**src/rtl/alu_exec_seq.sv**
```systemverilog
// Sequential ALU execute unit: single-cycle logic/arithmetic ops, serial 1-bit-per-cycle shifter,
// valid/ready on both sides with a registered result, zero and illegal flags.
module alu_exec_seq #(
    parameter int unsigned W   = 32,
    parameter int unsigned SHW = 5
) (
    input  logic           clk,
    input  logic           rst_n,
    input  logic           in_valid,
    output logic           in_ready,
    input  logic [3:0]     ALUCtrl,
    input  logic [W-1:0]   src_a,
    input  logic [W-1:0]   src_b,
    input  logic [SHW-1:0] shamt,
    output logic           out_valid,
    input  logic           out_ready,
    output logic [W-1:0]   result,
    output logic           zero,
    output logic           illegal
);

    localparam logic [3:0] CtrlAnd = 4'b0000;
    localparam logic [3:0] CtrlOr  = 4'b0001;
    localparam logic [3:0] CtrlAdd = 4'b0010;
    localparam logic [3:0] CtrlSub = 4'b0110;
    localparam logic [3:0] CtrlSlt = 4'b0111;
    localparam logic [3:0] CtrlSll = 4'b0100;
    localparam logic [3:0] CtrlSrl = 4'b0101;

    typedef enum logic [1:0] {StIdle, StShift, StDone} state_e;

    state_e         state_q, state_d;
    logic [W-1:0]   acc_q, acc_d;
    logic [SHW-1:0] cnt_q, cnt_d;
    logic           dir_q, dir_d;
    logic [W-1:0]   result_q, result_d;
    logic           zero_q, zero_d;
    logic           illegal_q, illegal_d;

    logic [W-1:0]   alu_res;
    logic           alu_ill;
    logic           is_shift;
    logic [W-1:0]   acc_step;
    logic [W-1:0]   load_val;

    // Single-cycle operation decode; illegal codes leave alu_res at zero.
    always_comb begin
        alu_res  = '0;
        alu_ill  = 1'b0;
        is_shift = 1'b0;
        case (ALUCtrl)
            CtrlAnd: alu_res = src_a & src_b;
            CtrlOr:  alu_res = src_a | src_b;
            CtrlAdd: alu_res = src_a + src_b;
            CtrlSub: alu_res = src_a - src_b;
            CtrlSlt: alu_res = {{(W-1){1'b0}}, ($signed(src_a) < $signed(src_b))};
            CtrlSll: is_shift = 1'b1;
            CtrlSrl: is_shift = 1'b1;
            default: alu_ill = 1'b1;
        endcase
    end

    // dir_q: 1 shifts right (SRL), 0 shifts left (SLL)
    assign acc_step = dir_q ? (acc_q >> 1) : (acc_q << 1);
    assign load_val = is_shift ? src_b : alu_res;

    always_comb begin
        state_d   = state_q;
        acc_d     = acc_q;
        cnt_d     = cnt_q;
        dir_d     = dir_q;
        result_d  = result_q;
        zero_d    = zero_q;
        illegal_d = illegal_q;
        unique case (state_q)
            StIdle: begin
                if (in_valid) begin
                    if (is_shift && (shamt != '0)) begin
                        acc_d   = src_b;
                        cnt_d   = shamt;
                        dir_d   = ALUCtrl[0];
                        state_d = StShift;
                    end else begin
                        result_d  = load_val;
                        zero_d    = (load_val == '0);
                        illegal_d = alu_ill;
                        state_d   = StDone;
                    end
                end
            end
            StShift: begin
                acc_d = acc_step;
                cnt_d = cnt_q - SHW'(1);
                if (cnt_q == SHW'(1)) begin
                    result_d  = acc_step;
                    zero_d    = (acc_step == '0);
                    illegal_d = 1'b0;
                    state_d   = StDone;
                end
            end
            StDone: begin
                if (out_ready) begin
                    state_d = StIdle;
                end
            end
            default: state_d = StIdle;
        endcase
    end

    always_ff @(posedge clk) begin
        if (!rst_n) begin
            state_q   <= StIdle;
            acc_q     <= '0;
            cnt_q     <= '0;
            dir_q     <= 1'b0;
            result_q  <= '0;
            zero_q    <= 1'b0;
            illegal_q <= 1'b0;
        end else begin
            state_q   <= state_d;
            acc_q     <= acc_d;
            cnt_q     <= cnt_d;
            dir_q     <= dir_d;
            result_q  <= result_d;
            zero_q    <= zero_d;
            illegal_q <= illegal_d;
        end
    end

    assign in_ready  = (state_q == StIdle);
    assign out_valid = (state_q == StDone);
    assign result    = result_q;
    assign zero      = zero_q;
    assign illegal   = illegal_q;

endmodule
```
**config.mk**
```make
export PLATFORM = sky130hd
export DESIGN_NAME = alu_exec_seq
export DESIGN_NICKNAME = d
export VERILOG_FILES = /design/src/rtl/alu_exec_seq.sv
export SDC_FILE = /design/constraint.sdc
export NUM_CORES = 1
export LEC_CHECK = 0
export ABC_AREA = 1
export CAP_MARGIN = 20
export CORE_UTILIZATION = 50
export CTS_CLUSTER_DIAMETER = 60
export DETAILED_ROUTE_END_ITERATION = 8
export PLACE_DENSITY = 0.72
export SETUP_SLACK_MARGIN = 0.05
export SYNTH_ARGS = -nofsm -noshare
export SYNTH_HDL_FRONTEND = slang
export SYNTH_SLANG_ARGS = --single-unit
```
**constraint.sdc**
```tcl
create_clock -name clk -period 4.2 [get_ports clk]
set_input_delay 0.84 -clock clk [delete_from_list [all_inputs] [get_ports clk]]
set_output_delay 0.84 -clock clk [all_outputs]
set_load 0.01 [all_outputs]
```
==> results.md, run 1 <==
* Outcome: complete, no violations
* GRT Total Usage at 39.5%
* Synth top cells by count: 580 x nand2_1, 330 x inv_1, 149 x nand3_1
* Reg area at about 1500 sq um
* Yosys top cell by area: nand2_1
* Worst-skew pair later-pin latency at 0.35 ns
* Unique masters post-synth at 39
* Power Density at 247 nW/um^2
* Clk sinks at 74
* Fin Clk Skew at 0.0126 ns
* Leak at slightly above 6 nW
* Share of the synthesized area in the top cell type at 21.5%
* Multi-input gate area at 7010 sq um
* Post-DP HPWL at approximately 33000 microns
* Final Hold Vio Count at 0
* Final WL at 40700 microns
* Clock transition at path regs at around 0.07 ns
* Filler cells at 2083
* First-pass GRT wire length at 61900 microns
* Busiest layer in global routing: met2
* Fin worst setup slack at 0.249 ns
* Final count of pins violating max slew at 0
* Final ANT Viol Nets at 0
* Grt met2 use at a little over three fifths
* Syn_area_per_cell at 5.48 sq um
* Routability cong. at 1.11
* Max_cap viols at 0
* CTS Buf Count at 9
* Relative slew slack at 25.2%
* Final setup vio count at 0
* Peak supply drop at 0.210 mV
* Die area at roughly 21000 sq um
* Initial antenna violation count at 0
* Vias per cell at 5.69
* GRT overflow at 0
* Number of cell rows at 51
* Most common cell in the netlist: nand2_1
* DR pass1 iterations at 6
* Slew at the pin with the worst max-slew slack at between 1 and 1.5 ns
* Worst setup EP type: flip-flop
* Syn Inst Count at 1846
* Max frequency at 0.253 GHz
* Vias in the first global route at between 10000 and 15000
* Largest net degree at the start of global routing at 73
* Hold WC Path Type: flip-flop to flip-flop
* IO Pins at 113
* Final min period at roughly 4.0 ns
* DP Cell Count at 2195
* Tcrit/Tclk final at 94.1%
* Core Area at around 20000 sq um
* Layout cells sized above 1 at around 5.4%
* WL per Instance at roughly 18 microns
* Crit path launch type: input pin
* Critical path class: input pin to flip-flop
* Synth warn at 0
* Drt drc at 0
* Arr. time, crit path at roughly 4.2 ns
* Post-synth EDFFs at 0
* Top FF cell, synth: dfxtp_1
* CTS tree: done
* Top cells by area, synth: nand2_1 22%, dfxtp_1 15%, ha_1 12%
* Post-synth ARST share at 0%
* GR Layer Usage met1 at between 40% and 50%
* Met3 Usage GRT at 6.29%
* Maximum clock insertion buffer count at 2
* Mapped Area at 10100 sq um
* Diodes inserted at 0
* Layout area overhead at 17.0%
* Worst Path Required at 4.48 ns
* Nets at 2121
* Dpl ws at 0.00676 ns
* Hold WS at 0.477 ns
* Layout Cells excl Fill at 2211
* Critical path peak fanout at 8
* Post-synthesis sequential area ratio at 14.7%
* Clock root buffer: clkbuf_16
* Die X at between 100 and 150 microns
* #FFs+latches synth at 74
* RSZ-0062 raised after global routing: no
* H-tree depth at 3
* Starting DRT DRC Count at 1131
* Syn Nets at 2026
* Buffers on Ports at 112
* Starting Density at 51.4%
* Vias at 12571
* Chip height at 144 microns
## report_power, final
group / total [mW] / leakage, nW / internal, mW / switching (mW)
Clock: 0.751 / 0.135 / 0.410 / 0.340
Sequential: 0.820 / 0.607 / 0.774 / 0.0460
Combinational: 1.35 / 5.34 / 0.481 / 0.871
## through the flow
step | total power, mW | utilization (%) | setup TNS, ns | instance area, sq um
final | 2.92 | 60.2 | 0 | 11800
after CTS | 2.90 | 60.2 | 0 | 11800
after global placement | 2.14 | 58.7 | -0.00424 | 11500
after detailed placement | 2.14 | 58.7 | 0 | 11500
after global routing | 3.09 | 60.2 | 0 | 11800
after floorplan | 1.63 | - | 0 | 10100
## layer usage
layer	vias to the layer above	wire length, microns
li1	6067	-
met5	-	0
met2	697	17700
met1	5663	16400
met4	0	2990
met3	144	3720
## worst paths after layout
kind         cells after the start  slack, ns                      to                    from
max                             20       0.25       zero$_SDFFE_PN0P_                src_b[5]
min                              2       0.48  acc_q[19]$_SDFFE_PN0P_  acc_q[19]$_SDFFE_PN0P_
max reg2reg                      8       1.80       zero$_SDFFE_PN0P_      dir_q$_SDFFE_PN0P_
min reg2reg                      2       0.48  acc_q[19]$_SDFFE_PN0P_  acc_q[19]$_SDFFE_PN0P_
## worst max-delay path, stage by stage
cell	delay [ns]
clkdlybuf4s50_1	0.55
inv_1	0.08
ha_1	0.47
nand2_2	0.16
nor2_1	0.14
nand2_1	0.14
nand2_1	0.26
nand2_1	0.15
nand2_1	0.20
nand2_1	0.13
nand2_1	0.07
nand2_1	0.04
nand3_1	0.08
nand4_1	0.07
buf_4	0.17
nor2_1	0.27
nand2_1	0.09
nor2_1	0.10
nand3_1	0.08
a21oi_1	0.13
## cells by family (layout without fill, tap and decap cells)
| logic type | after synthesis | after routing | synth area share (%) |
|---|---|---|---|
| and+or+nand+nor | 953 | 953 | 39.6 |
| buffers and inverters | 410 | 510 | 16.1 |
| DFF | 74 | 74 | 14.7 |
| adders and majority gates | 103 | 103 | 12.9 |
| xor gates and xnor gates | 1 | 1 | 0.0866 |
| AOI/OAI and AO/OA | 305 | 305 | 16.7 |
## sequential cells by signal, indices dropped and copies added, names as in the netlist
name and cells:
result 32, cnt_q 5, dir_q 1, zero 1
state_q 2, illegal 1, acc_q 32
## cells in the final DEF (no fill, tap or decap), types with 3 or more instances in the layout
master and n:
o21ai_0 133, nand2_1 580, a31oi_1 58, nor2_1 129, o21bai_1 8, nand3_1 149
buf_4 45, inv_1 330, nand4_1 38, nand2_2 8, nor3_1 12, inv_2 6
a21oi_1 70, o22ai_1 25, ha_1 99, a21oi_2 3, clkbuf_16 9, nor4_1 8
clkdlybuf4s50_1 111, or2_2 9, nor2_2 11, dfxtp_1 74
## area by class of cell
cell class                      count  share of cell area (%)
Clock buffer                        9                    1.90
Clock inverter                      7                   0.518
Inverter                          337                    10.7
Multi-Input combinational cell   1362                    59.3
Sequential cell                    74                    12.5
Tap cell                          265                    2.80
Timing Repair Buffer              157                    12.3
## repair_timing
item                       4_1_cts  5_1_grt
buffers inserted                 0        0
hold buffers                     0        0
setup endpoints to repair        0        1
resized for setup                0        2
Note: power is estimated with default switching activity, not from simulation.
==> run 2, diff against run 1 <==
--- a/config.mk
+++ b/config.mk
@@ -10,7 +10,7 @@
 export CORE_UTILIZATION = 50
 export CTS_CLUSTER_DIAMETER = 60
 export DETAILED_ROUTE_END_ITERATION = 8
-export PLACE_DENSITY = 0.72
+export PLACE_DENSITY = 0.75
 export SETUP_SLACK_MARGIN = 0.05
 export SYNTH_ARGS = -nofsm -noshare
 export SYNTH_HDL_FRONTEND = slang
==> run 2 against run 1 <==
Net effect: sequential power hardly changed; via count is 0.55% lower; clock skew is 0.0049 ns lower; setup slack better by 0.023 ns; register-to-register slack better by 0.04 ns; routed wire length is 2.1% lower; maximum frequency is 0.58% higher; combinational power hardly changed; critical path depth is 1 higher; critical path type unchanged.
==> results.md, run 2 (synthesized netlist as in run 1, its figures left out) <==
* Outcome: complete, no violations (unchanged)
* Maximum clock insertion buffer count at 2 (unchanged)
* GRT overflow at 0 (unchanged)
* Die area at 20800 sq um (unchanged)
* CTS tree: done (unchanged)
* Critical path peak fanout at 5 (was 8)
* Drt drc at 0 (unchanged)
* Commonest non-fill, non-tap cell in the layout: nand2_1 (unchanged)
* Crit path depth at 21 (was 20)
* H-tree depth at 3 (unchanged)
* Final count of pins violating max slew at 0 (unchanged)
* Slew at the pin with the worst max-slew slack at 1.12 ns (about the same)
* Post-DP HPWL at 32300 microns (was 33100 microns)
* CP most frequent cell: nand2_1 (unchanged)
* Buffers on Ports at 112 (unchanged)
* Relative slew slack at 25.5% (was 25.2%)
* CP max stage delay at 0.59 ns (was 0.55 ns)
* Clk sinks at 74 (unchanged)
* Register-to-register setup slack at 1.84 ns (was 1.80 ns)
* Clock root buffer: clkbuf_16 (unchanged)
* Busiest layer in global routing: met2 (unchanged)
* Largest net degree at the start of global routing at 73 (unchanged)
* CTS Buf Count at 9 (unchanged)
* Chip height at 144 microns (unchanged)
* RSZ-0062 raised after global routing: no (unchanged)
* Cells on worst reg2reg path at 13 (was 8)
* Final ANT Viol Nets at 0 (unchanged)
* Crit path launch type: input pin (unchanged)
* Critical path class: input pin to flip-flop (unchanged)
* Max frequency at 0.255 GHz (was 0.253 GHz)
* Critical path buffers and inverters at 3 (unchanged)
* Final min period at 3.93 ns (was 3.95 ns)
* Hold WC Path Type: flip-flop to flip-flop (unchanged)
* GRT Total Usage at 38.6% (was 39.5%)
* Starting Density at 51.4% (unchanged)
* Top Family by Delay on Critical Path: simple AND/OR/NAND/NOR gates (unchanged)
* Critical Path End: zero$_SDFFE_PN0P_ (unchanged)
* Tcrit/Tclk final at 93.5% (was 94.1%)
* Worst R2R End: zero$_SDFFE_PN0P_ (unchanged)
* Worst setup EP type: flip-flop (unchanged)
* TNS Setup at 0 ns (unchanged)
* Vias at 12502 (was 12571)
* Initial antenna violation count at 0 (unchanged)
* Layout cells sized above 1 at 5.39% (was 5.40%)
* Worst-path cell chain: clkdlybuf4s50_1, ha_2, inv_1, fa_1, inv_1, nand3_1, nand2_1, nand2_1, nand2_1, nand2_1, nand2_1, nand2_1, nand2_1, nand2_1, nand3_1, nand4_1, nor2_1, nand2_1, nor2_1, nand3_1, a21oi_1 (was clkdlybuf4s50_1, inv_1, ha_1, nand2_2, nor2_1, nand2_1, nand2_1, nand2_1, nand2_1, nand2_1, nand2_1, nand2_1, nand3_1, nand4_1, buf_4, nor2_1, nand2_1, nor2_1, nand3_1, a21oi_1)
* Nets at 2122 (was 2121)
* GR Layer Usage met1 at 48.3% (was 48.6%)
* Worst-skew pair later-pin latency at 0.34 ns (was 0.35 ns)
* WL per Instance at 18.0 microns (was 18.4 microns)
* Starting DRT DRC Count at 1124 (was 1131)
* Routability cong. at 1.07 (was 1.11)
* Hold WS at 0.481 ns (was 0.477 ns)
* Fin Clk Skew at 0.00763 ns (was 0.0126 ns)
* DR pass1 iterations at 6 (unchanged)
* Arr. time, crit path at 4.20 ns (was 4.23 ns)
* Worst Path Required at 4.47 ns (was 4.48 ns)
* Peak supply drop at 0.209 mV (was 0.210 mV)
* Final Hold Vio Count at 0 (unchanged)
* Max_cap viols at 0 (unchanged)
* Diodes inserted at 0 (unchanged)
* Final setup vio count at 0 (unchanged)
* Final WL at 39900 microns (was 40700 microns)
* R2R Path Start: state_q[1]$_SDFFE_PN0P_ (was dir_q$_SDFFE_PN0P_)
* Dpl ws at 0.0313 ns (was 0.00676 ns)
* Power Density at 249 nW/um^2 (was 247 nW/um^2)
* Crit. Startpoint: src_b[0] (was src_b[5])
* Fin worst setup slack at 0.272 ns (was 0.249 ns)
* Vias in the first global route at 11388 (was 11500)
* Clock transition at path regs at 0.06 ns (was 0.07 ns)
* Most frequent cells in the layout: 580 x nand2_1, 330 x inv_1, 149 x nand3_1 (unchanged)
* IO Pins at 113 (unchanged)
* Core Area at 19700 sq um (unchanged)
* Die X at 144 microns (unchanged)
* Layout area overhead at 17.3% (was 17.0%)
* First-pass GRT wire length at 60700 microns (was 61900 microns)
* Slowest cell on crit path: clkdlybuf4s50_1 (unchanged)
* Met3 Usage GRT at 4.93% (was 6.29%)
* Grt met2 use at 62.8% (was 63.3%)
* Number of cell rows at 51 (unchanged)
* Leak at 6.10 nW (was 6.08 nW)
* Vias per cell at 5.65 (was 5.69)
## run 2: per-stage QoR
stage	cells	util [%]	power [mW]	cell area [sq um]
after floorplan	1846	-	1.63	10100
after global placement	2195	58.8	2.13	11500
after detailed placement	2195	58.8	2.14	11500
after CTS	2211	60.3	2.92	11900
after global routing	2212	60.4	3.12	11900
final	2212	60.4	2.95	11900
## run 2: what timing repair did
item / 4_1_cts / 5_1_grt
setup endpoints to repair: 0 / 1
setup buffers: 0 / 1
hold buffers: 0 / 0
resized for setup: 0 / 1
## run 2: cell type report
type / count / area [sq um]
repair buffers: 158 / 1470
fillers: 2113 / 7790
flip-flops and latches: 74 / 1480
clock buffers: 10 / 239
multi-input cells: 1362 / 7010
clock inverters: 6 / 65.1
well taps: 265 / 332
inverters: 337 / 1260
## run 2: power by group
part | switching [mW] | leakage, nW | internal (mW) | total [mW]
sequential | 0.0452 | 0.607 | 0.774 | 0.819
clock | 0.312 | 0.149 | 0.477 | 0.789
combinational | 0.860 | 5.35 | 0.483 | 1.34
## run 2: worst min-delay path by stage
stage                                 from                     end  slack [ns]  depth (start not counted)
finish              acc_q[25]$_SDFFE_PN0P_  acc_q[25]$_SDFFE_PN0P_        0.48                          2
global route        acc_q[10]$_SDFFE_PN0P_  acc_q[10]$_SDFFE_PN0P_        0.50                          2
CTS                 acc_q[10]$_SDFFE_PN0P_  acc_q[10]$_SDFFE_PN0P_        0.48                          2
detailed placement  acc_q[10]$_SDFFE_PN0P_  acc_q[10]$_SDFFE_PN0P_        0.47                          2
global placement    acc_q[19]$_SDFFE_PN0P_  acc_q[19]$_SDFFE_PN0P_        0.46                          2
floorplan           acc_q[25]$_SDFFE_PN0P_  acc_q[25]$_SDFFE_PN0P_        0.44                          2
## run 2: worst min-delay path: stages (launching register included)
cell     delay (ns)
dfxtp_1        0.31
inv_1          0.07
a21oi_1        0.06
## run 2: routing by layer
metal,part of all wire [%],vias to the layer above
met5,0,-
met4,6.7,0
met3,7.2,135
met2,44,612
met1,42,5673
li1,-,6082
